## config.mk

```make
export PLATFORM = sky130hd
export DESIGN_NAME = reaction_timer_bcd
export DESIGN_NICKNAME = d
export VERILOG_FILES = /design/src/rtl/reaction_timer_bcd.sv
export SDC_FILE = /design/constraint.sdc
export NUM_CORES = 1
export LEC_CHECK = 0
export CAP_MARGIN = 40
export CORE_MARGIN = 2
export CORE_UTILIZATION = 45
export DETAILED_ROUTE_END_ITERATION = 10
export PLACE_DENSITY = 0.79
export SETUP_SLACK_MARGIN = 0.5
export SLEW_MARGIN = 10
export SYNTH_ARGS = -nofsm -noshare
export SYNTH_HDL_FRONTEND = slang
export SYNTH_SLANG_ARGS = --single-unit
```

## constraint.sdc

```tcl
create_clock -name clk -period 7 [get_ports clk]
set_clock_uncertainty 0.15 [all_clocks]
set_input_delay 0.7 -clock clk [delete_from_list [all_inputs] [get_ports clk]]
set_output_delay 0.7 -clock clk [all_outputs]
set_load 0.02 [all_outputs]
```

## src/rtl/reaction_timer_bcd.sv

```systemverilog
// Two-digit BCD reaction timer counting tenths of a second between start and stop,
// with saturation/overflow flag and a session best (lowest) time.
module reaction_timer_bcd #(
    parameter int unsigned MAX_TENS = 9,
    parameter int unsigned MAX_ONES = 9
) (
    input  logic       clk,
    input  logic       reset,
    input  logic       tick,
    input  logic       start,
    input  logic       stop,
    input  logic       clear,
    output logic [3:0] tens,
    output logic [3:0] ones,
    output logic       running,
    output logic       overflow,
    output logic [3:0] best_tens,
    output logic [3:0] best_ones,
    output logic       best_valid
);

    localparam int unsigned DIGIT_W  = 4;
    localparam int unsigned DIGIT_HI = 9;
    // Out-of-range parameters are clamped so digits always stay legal BCD.
    localparam int unsigned MAX_T_LIM = (MAX_TENS > DIGIT_HI) ? DIGIT_HI : MAX_TENS;
    localparam int unsigned MAX_O_LIM = (MAX_ONES > DIGIT_HI) ? DIGIT_HI : MAX_ONES;
    localparam logic [DIGIT_W-1:0] MAX_T  = DIGIT_W'(MAX_T_LIM);
    localparam logic [DIGIT_W-1:0] MAX_O  = DIGIT_W'(MAX_O_LIM);
    localparam logic [DIGIT_W-1:0] NINE   = DIGIT_W'(DIGIT_HI);
    localparam logic [DIGIT_W-1:0] ZERO   = DIGIT_W'(0);

    typedef enum logic [1:0] {
        S_IDLE = 2'd0,
        S_RUN  = 2'd1,
        S_HOLD = 2'd2
    } state_t;

    state_t             state_q;
    logic [DIGIT_W-1:0] tens_q;
    logic [DIGIT_W-1:0] ones_q;
    logic               running_q;
    logic               overflow_q;
    logic [DIGIT_W-1:0] best_tens_q;
    logic [DIGIT_W-1:0] best_ones_q;
    logic               best_valid_q;

    logic               at_max_c;
    logic               saturate_c;
    logic [DIGIT_W-1:0] inc_tens_c;
    logic [DIGIT_W-1:0] inc_ones_c;
    logic [DIGIT_W-1:0] tens_d;
    logic [DIGIT_W-1:0] ones_d;
    logic               better_c;

    // Count after this cycle's tick (if any), and whether the tick would saturate.
    always_comb begin
        at_max_c   = (tens_q == MAX_T) && (ones_q == MAX_O);
        saturate_c = tick && at_max_c;
        if (ones_q >= NINE) begin
            inc_ones_c = ZERO;
            inc_tens_c = (tens_q >= NINE) ? NINE : tens_q + DIGIT_W'(1);
        end else begin
            inc_ones_c = ones_q + DIGIT_W'(1);
            inc_tens_c = tens_q;
        end
        if (tick && !at_max_c) begin
            tens_d = inc_tens_c;
            ones_d = inc_ones_c;
        end else begin
            tens_d = tens_q;
            ones_d = ones_q;
        end
        better_c = !best_valid_q
                || (tens_d < best_tens_q)
                || ((tens_d == best_tens_q) && (ones_d < best_ones_q));
    end

    // Control FSM: clear > start > stop > tick; tick and stop in RUN combine.
    always_ff @(posedge clk) begin
        if (reset) begin
            state_q      <= S_IDLE;
            tens_q       <= ZERO;
            ones_q       <= ZERO;
            running_q    <= 1'b0;
            overflow_q   <= 1'b0;
            best_tens_q  <= NINE;
            best_ones_q  <= NINE;
            best_valid_q <= 1'b0;
        end else begin
            case (state_q)
                S_IDLE: begin
                    if (clear) begin
                        tens_q     <= ZERO;
                        ones_q     <= ZERO;
                        overflow_q <= 1'b0;
                    end else if (start) begin
                        state_q    <= S_RUN;
                        tens_q     <= ZERO;
                        ones_q     <= ZERO;
                        overflow_q <= 1'b0;
                        running_q  <= 1'b1;
                    end
                end

                S_RUN: begin
                    if (clear) begin
                        state_q    <= S_IDLE;
                        tens_q     <= ZERO;
                        ones_q     <= ZERO;
                        overflow_q <= 1'b0;
                        running_q  <= 1'b0;
                    end else if (saturate_c) begin
                        state_q    <= S_HOLD;
                        overflow_q <= 1'b1;
                        running_q  <= 1'b0;
                    end else begin
                        tens_q <= tens_d;
                        ones_q <= ones_d;
                        if (stop) begin
                            state_q      <= S_HOLD;
                            running_q    <= 1'b0;
                            best_valid_q <= 1'b1;
                            if (better_c) begin
                                best_tens_q <= tens_d;
                                best_ones_q <= ones_d;
                            end
                        end
                    end
                end

                S_HOLD: begin
                    if (clear) begin
                        state_q    <= S_IDLE;
                        tens_q     <= ZERO;
                        ones_q     <= ZERO;
                        overflow_q <= 1'b0;
                    end else if (start) begin
                        state_q    <= S_RUN;
                        tens_q     <= ZERO;
                        ones_q     <= ZERO;
                        overflow_q <= 1'b0;
                        running_q  <= 1'b1;
                    end
                end

                default: begin
                    state_q    <= S_IDLE;
                    tens_q     <= ZERO;
                    ones_q     <= ZERO;
                    overflow_q <= 1'b0;
                    running_q  <= 1'b0;
                end
            endcase
        end
    end

    assign tens       = tens_q;
    assign ones       = ones_q;
    assign running    = running_q;
    assign overflow   = overflow_q;
    assign best_tens  = best_tens_q;
    assign best_ones  = best_ones_q;
    assign best_valid = best_valid_q;

endmodule

```

* Word-level counts from Yosys, hierarchy flattened
Cells that the tools add are included.
** Storage, ports and cells
- Word-level logic and storage cells :: 75
- Output and inout bits :: 19
- Input bits :: 6
- Bits in registers :: 21
** Cells by class
- $add $sub $neg :: 2
- Bitwise gates (word level) :: 2
- Order comparisons :: 4
- Reduce and logical (&&, ||, !) cells :: 16
- Muxes and demuxes :: 31
- Equal/unequal tests :: 12
** Operators with widths (count)
- $mux 4 :: 11
- $pmux 4 s2 :: 2
- $mux 2 :: 6
- $mux 1 :: 9
- $add 4x1->4 const B :: 2
- $eq 4x4->1 const B :: 2
- $ge 4x4->1 const B :: 2
- $lt 4x4->1 :: 2
- $ne 3x3->1 const B :: 2
- $pmux 2 s3 :: 1
- $reduce_and 2->1 :: 3
- $reduce_and 5->1 :: 1
- $eq 4x4->1 :: 1
- $logic_and 1x1->1 :: 4
- $ne 2x2->1 const B :: 2
- $ne 4x4->1 const B :: 1
- $pmux 1 s2 :: 2
- $reduce_and 4->1 :: 1
- $ne 3x1->1 const B :: 1
- $reduce_and 3->1 :: 1
- $eq 2x1->1 const B :: 1
- $eq 2x2->1 const B :: 1
- $logic_not 1->1 :: 2
- $logic_not 2->1 :: 1
- 4 further kinds :: 6

* Longest topological paths before layout
Gate-level depths: netlist of the first run.
- Depth after elaboration :: 9
- Mapped depth :: 14
- Mapped depth without buffers :: 14

* Worst setup path before layout of the first run
No wires, ideal clock.
- Path type :: register -> register
- From :: register ones_q[1] (netlist: ones[1])
- To :: register best_tens_q[3] (netlist: best_tens[3])
- Path buffers :: 0
- Data arrival time :: 3.266 ns
- Path slack :: 3.464 ns
- Required time :: 6.730 ns
- Setup time :: 0.120 ns
- Period minus slack after synthesis :: 3.536 ns
- Cell stages (with the launch flop) :: 14
- Cells stage by stage :: dfxtp_1 inv_1 ha_1 or3b_4 nand2_1 nand3_1 o21ai_0 ha_1 nor2b_1 a311o_1 o311a_1 o21a_1 or4_1 o31a_1
** Between the ends
- Longest elaborated chain between the ends :: 9
- Elaborated cells between the ends (all ways) :: 19
- Those cells by class :: add/sub (1); order compare (3); eq/ne (2); mux (4); bitwise (1); reduce/logical (8)
** RTL lines
- start: declaration :: line 40 : logic [DIGIT_W-1:0] ones_q;
- start signal: assignment :: line 118 : ones_q <= ones_d;
- branches (longest 4 deep; another with $add 4x1->4)
- $mux 4 * :: line 66 : if (tick && !at_max_c) begin
- via ones_d[1] :: line 52 : logic [DIGIT_W-1:0] ones_d;
- $lt 4x4->1 * :: line 75 : || ((tens_d == best_tens_q) && (ones_d < best_ones_q));
- $logic_and 1x1->1 * :: line 75
- $logic_or 1x1->1 * :: line 75
- $reduce_and 5->1 (no source line) *
- end signal: assignment :: line 124 : best_tens_q <= tens_d;
- end: declaration :: line 43 : logic [DIGIT_W-1:0] best_tens_q;
Mark *: on every way through the listed nets, which the timed path passes.
A chain may end at the register's enable or synchronous reset.

* Worst setup path in the final report of the first run
Same ends and word-level chain as after synthesis.

==> results.cfg, run 1 <==
[worst_setup_path]
ff2ff_path_depth = 13
r2r_slack_ns = 3.34
crit_path_start = ones[1]
crit_family = simple AND/OR/NAND/NOR gates
path_class = reg2reg
r2r_end = best_tens[3]
critPathMostFrequentCell = ha_1
endpoint = best_tens[3]
worstPathArrival_ns = 3.74
required_ns = 7.07
rr_startpoint = ones[1]
cp.depth = 13
cp.buffers_inverters = 1
critical-path-max-stage-delay_ns = 0.42
startpoint_type = register
critPathSlowestCell = dfxtp_1
worst_setup_path_end_kind = register
crit_chain = inv_1 > ha_1 > or3b_4 > nand2_1 > nand3_1 > o21ai_0 > ha_1 > nor2b_1 > a311o_1 > o311a_1 > o21a_1 > or4_1 > o31a_1
crit_fanout = 5

[clocking]
htreeDepth = 1
numCtsBuffers = 3
clk_pin_slew_ns = 0.12
cts.sinks = 21
cts-root-buf = clkbuf_4
cts_buffer_depth = 2
cts_resized = 0
cts_hold_buf = 0
worstSkewPairLatency_ns = 0.32
cts_tree = yes
cts_setup_buffers = 0

[final_layout]
layout-drive-gt1-share_pct = 6.111
final_area_um2 = 1578
fillerInstances = 256
nets = 200
syn2layout_area_growth_pct = 22.55
diodes = 0
regArea_um2 = 420.4
multiInputGateArea_um2 = 792.0

[pwr]
pwr-share-seq_pct = 58.9
clockPowerShare_pct = 29.5
powerDensity_nw_per_um2 = 132.4
irDropWorstVdd_mv = 0.1210
p_int_uw = 154.1
switching_share_pct = 26.20
p_sw_uw = 54.72
p_leak_uw = 0.0005834
p_comb_share_pct = 11.6

[die]
die-area_um2 = 3305
fp.dieH_um = 57.49
coreArea_um2 = 2734
rows = 19
die_width_um = 57.49
floorplan.initialDensity_pct = 47.09
io_pins = 25

[yosys]
syn_avg_cell_area_um2 = 8.253
synth.area.top_cells = dfxtp_1 33%, ha_1 13%, a21oi_1 5.1%, inv_1 4.4%, a22oi_1 4.1%
synth-seq-cells = 21
yosys-mux-area-fraction_pct = 0.7775
yosysTopAreaCellShare_pct = 32.65
netlist_instances = 156
synth_largest_area_cell = dfxtp_1
synth-compound-area-share_pct = 27.31
synth_xor_area_share_pct = 0
synthesis.area_um2 = 1287
synth_edf_count = 0
yosys.area_share.adder_pct = 12.63
synthArstFlopShare_pct = 0
yosysSeqAreaShare_pct = 32.65
yosys_warnings = 0
synth_top_family_by_area = compound AO/OA/AOI/OAI gates
ys_types = 39
synth_flop_cell = dfxtp_1
synth_fp_nets = 175
yosys.area_share.simple_pct = 20.80

[grt]
grt_pass1_wl_um = 5699
use_met3_pct = 4.762
grt_use_met2_pct = 34.74
grt_overflow = 0
grtUsageTotal_pct = 21.97
top_usage_layer = met2
use_met1_pct = 29.13
antenna_found_initial = 0
grt_pass1_vias = 1229
grt_start_max_net_pins = 24

[timing]
timing.final.crit_share_pct = 52.35
tightest_slew_ns = 0.8115
slew_headroom_pct = 45.73
slew_violations = 0
finalSetupTns_ns = 0
hold_viol_final = 0
fmax_ghz = 0.2729
setup_viol = 0
rsz0062_at_grt = false
post-route-min-period_ns = 3.665

[routing]
ant_nets = 0
remaining_drc_errors = 0
drtIter0Drc = 39
via_per_inst = 6.000
vias = 1266
drt_pass1_iterations = 4
wirelength_um = 3285
wire_per_inst_um = 15.57

[run_status]
outcome = finished clean

[flow_run]
maxCapViolations = 0

[min_path]
hold_class = reg2reg

[placed_design]
hpwl_um = 2481
place.gp.congestion = 0.9025
placed_area_um2 = 1551
portBuffers = 24
## worst min path at each step
stage,startpoint,endpoint,slack (ns),cells after the start
5_1_grt,best_valid,best_valid,0.40,2
4_1_cts,overflow,overflow,0.35,2
6_report,overflow,overflow,0.35,2
3_5_place_dp,overflow,overflow,0.33,2
3_3_place_gp,overflow,overflow,0.33,2
2_1_floorplan,state_q[0],state_q[0],0.37,3
## stage by stage
| stage | hold slack [ns] | total power [uW] | util (%) | cells | setup slack [ns] |
|---|---|---|---|---|---|
| finish | 0.3489 | 208.9 | 57.71 | 211 | 3.335 |
| global route | 0.4008 | 218.5 | 57.71 | 211 | 3.123 |
| CTS | 0.3537 | 211.6 | 57.71 | 211 | 3.351 |
| detailed placement | 0.3322 | 150.0 | 56.75 | 207 | 3.108 |
| global placement | 0.3301 | 149.4 | 56.75 | 207 | 3.160 |
| floorplan | 0.3718 | 139.7 | - | 156 | 3.464 |
## worst register-to-register path: stages (launching register included)
cell and delay [ns]:
dfxtp_1 0.42, inv_1 0.11, ha_1 0.21, or3b_4 0.40, nand2_1 0.18, nand3_1 0.10, o21ai_0 0.16, ha_1 0.34
nor2b_1 0.14, a311o_1 0.31, o311a_1 0.32, o21a_1 0.22, or4_1 0.40, o31a_1 0.11
## metal layers
layer,wire length [um],up-vias
met5,0,-
met4,87,0
met3,172,9
met2,1585,39
met1,1439,594
li1,-,624
## Yosys cell counts, types with 4 or more instances
| library cell | instances |
|---|---|
| nand2_1 | 7 |
| nor2_1 | 14 |
| nand4_1 | 4 |
| o21ai_0 | 8 |
| a22oi_1 | 7 |
| inv_1 | 15 |
| ha_1 | 13 |
| dfxtp_1 | 21 |
| clkbuf_1 | 4 |
| a21oi_1 | 13 |
| nor3_1 | 10 |
## kinds of logic (layout without fill, tap and decap cells)
| kind of cell | count (synthesis) | in the layout |
|---|---|---|
| multiplexers | 1 | 1 |
| flip-flops | 21 | 21 |
| AO/OA/AOI/OAI | 51 | 51 |
| buffers and inverters | 20 | 44 |
| adder cells (fa/ha/maj) | 13 | 13 |
| AND/OR/NAND/NOR | 50 | 50 |
## power by group through the flow
stage                     Clock, uW  Combinational [uW]  Sequential [uW]
final                          61.5                24.2              123
after CTS                      64.2                24.3              123
after global routing           68.3                26.8              123
after global placement            0                23.7              126
after detailed placement          0                24.2              126
after floorplan                   0                12.2              128
## flip-flops by register name, indices dropped and copies added (netlist names)
name        flops
running         1
tens            4
overflow        1
best_tens       4
best_valid      1
ones            4
best_ones       4
state_q         2
## layout by cell type (no fill, tap or decap), drive strengths merged
cell,count
clkdlybuf4s50,24
dfxtp,21
inv,16
nor2,15
a21oi,14
ha,13
nor3,10
o21ai,10
nand2,7
a22oi,7
nand4,4
clkbuf,4
o21a,3
nand3,3
nor2b,3
a211o,3
a211oi,3
o311a,2
or3b,2
and2,2
nand4bb,1
o31ai,1
a41oi,1
a41o,1
nand3b,1
a311o,1
or4b,1
a2bb2oi,1
mux2i,1
a31oi,1
or4,1
o31a,1
a311oi,1
a21boi,1
## area by class of cell
type,count,share of cell area (%)
clock buffer,4,1.665
multi-input combinational,115,50.20
tap,31,2.458
inverter,16,3.807
timing repair buffer,24,15.23
sequential,21,26.65
No activity file was read; power rests on OpenSTA's default activity.
==> run 2: changes to the inputs <==
clock period = 3.6 ns   (was 7 ns; I/O delays follow)
==> run 2 against run 1 <==
Via count is 11% higher. Sequential share of layout area is 3.2 points lower. Register-to-register slack worse by 3.0 ns. Die area stayed put. Critical path depth stayed put. Setup slack worse by 3.0 ns. Power is 99% higher. Non-clock buffer count is 17 higher. Combinational power is 130% higher. Count of clock-buffer cells in the layout stayed put. Global-route usage is 2.1 points higher.
==> results.cfg, run 2 (same netlist as run 1, synthesis figures left out) <==
[run_status]
outcome = finished clean

[die]
rows = 19
die-area_um2 = 3305
coreArea_um2 = 2734
die_width_um = 57.49
fp.dieH_um = 57.49
io_pins = 25
floorplan.initialDensity_pct = 47.09

[pwr]
p_leak_uw = 0.0007168
irDropWorstVdd_mv = 0.1854
power_uw = 415.5
powerDensity_nw_per_um2 = 224.5

[placed_design]
place_ws_ns = 0.1538
hpwl_um = 2473
place.gp.congestion = 0.9062
portBuffers = 24

[timing]
tightest_slew_ns = 0.4836
setup_slack_ns = 0.3372
finalSetupTns_ns = 0
post-route-min-period_ns = 3.263
fmax_ghz = 0.3065
timing.final.crit_share_pct = 90.63
slew_violations = 0
slew_headroom_pct = 67.76
setup_viol = 0
rsz0062_at_grt = true
hold_viol_final = 0

[routing]
drtIter0Drc = 59
wire_per_inst_um = 17.22
ant_nets = 0
drt_pass1_iterations = 4
wirelength_um = 3926
via_per_inst = 6.140
vias = 1400
remaining_drc_errors = 0

[clocking]
cts_hold_buf = 0
numCtsBuffers = 3
cts.sinks = 21
worstSkewPairLatency_ns = 0.32
cts_buffer_depth = 2
htreeDepth = 1
cts_tree = yes
cts-root-buf = clkbuf_4
clk_pin_slew_ns = 0.13

[min_path]
hold_class = reg2reg

[worst_setup_path]
crit_family = simple AND/OR/NAND/NOR gates
rr_startpoint = ones[1]
startpoint_type = register
critPathSlowestCell = or3b_4
cp.buffers_inverters = 2
worst_setup_path_end_kind = register
endpoint = best_tens[3]
crit_path_start = ones[1]
crit_fanout = 4
required_ns = 3.68
r2r_end = best_tens[3]
ff2ff_path_depth = 13
path_class = reg2reg
r2r_slack_ns = 0.34
cp.depth = 13
crit_chain = inv_6 > ha_4 > or3b_4 > and2_4 > nand4_1 > o21a_1 > inv_1 > ha_1 > nand4_1 > a211o_1 > o21a_1 > or4_1 > o31a_1
critical-path-max-stage-delay_ns = 0.41
worstPathArrival_ns = 3.34

[final_layout]
multiInputGateArea_um2 = 915.9
most-common-layout-cells = 24 x clkdlybuf4s50_1, 17 x buf_4, 16 x dfxtp_1, 13 x nor2_1, 13 x inv_1
layout-drive-gt1-share_pct = 25.89
nets = 217
diodes = 0
final_common_cell = clkdlybuf4s50_1
fillerInstances = 214
regArea_um2 = 434.2
syn2layout_area_growth_pct = 43.73

[grt]
grt_start_max_net_pins = 24
grtUsageTotal_pct = 24.05
grt_overflow = 0
antenna_found_initial = 0
grt_pass1_wl_um = 6154
grt_pass1_vias = 1342

[flow_run]
maxCapViolations = 0
[run 2: changes by cell type in the layout (fill, tap and decap cells not counted), sizes merged]
cell | previous run | this run
buf | 0 | 17
[run 2: through the flow]
stage	hold slack [ns]	instance area, um^2	util, %	cells
4_1_cts	0.3726	1803	65.95	225
3_3_place_gp	0.3309	1624	59.40	211
2_1_floorplan	0.2885	1330	-	156
6_report	0.3735	1851	67.69	228
5_1_grt	0.4075	1851	67.69	228
3_5_place_dp	0.3454	1624	59.40	211
[run 2: how the worst min path moves through the flow]
stage	startpoint	end	slack [ns]	cells past startpoint
floorplan	clear	overflow	0.29	1
global placement	overflow	overflow	0.33	2
detailed placement	best_valid	best_valid	0.35	2
CTS	overflow	overflow	0.37	2
global route	overflow	overflow	0.41	2
finish	overflow	overflow	0.37	2
[run 2: per-layer routing]
layer	GRT usage [%]	vias up	part of all wire, %
met1	30.31	671	41
met3	3.855	11	4.4
met5	0	-	0
met4	10.96	0	3.2
met2	40.10	56	51
li1	-	662	-
[run 2: cell type report]
class | count | share of cell area, %
inverter | 16 | 3.651
timing repair buffer | 41 | 19.88
sequential | 21 | 23.46
multi-input combinational | 115 | 49.49
clock buffer | 4 | 1.420
tap | 31 | 2.096
[run 2: worst register-to-register path, stage by stage, from the launching register on]
cell	delay (ns)
dfxtp_4	0.39
inv_6	0.04
ha_4	0.16
or3b_4	0.41
and2_4	0.20
nand4_1	0.14
o21a_1	0.19
inv_1	0.06
ha_1	0.27
nand4_1	0.14
a211o_1	0.32
o21a_1	0.19
or4_1	0.41
o31a_1	0.12
[run 2: timing repair]
item	CTS	global route
setup endpoints to repair	8	8
gates cloned	0	0
pin swaps	9	7
gates resized for setup	16	9
buffers inserted	10	3
[run 2: power by group]
part	leakage, uW	internal, uW	switching (uW)
clock	0.0000150	43.5	80.2
sequential	0.000173	234	3.20
combinational	0.000528	24.1	30.3
total	0.000717	302	114
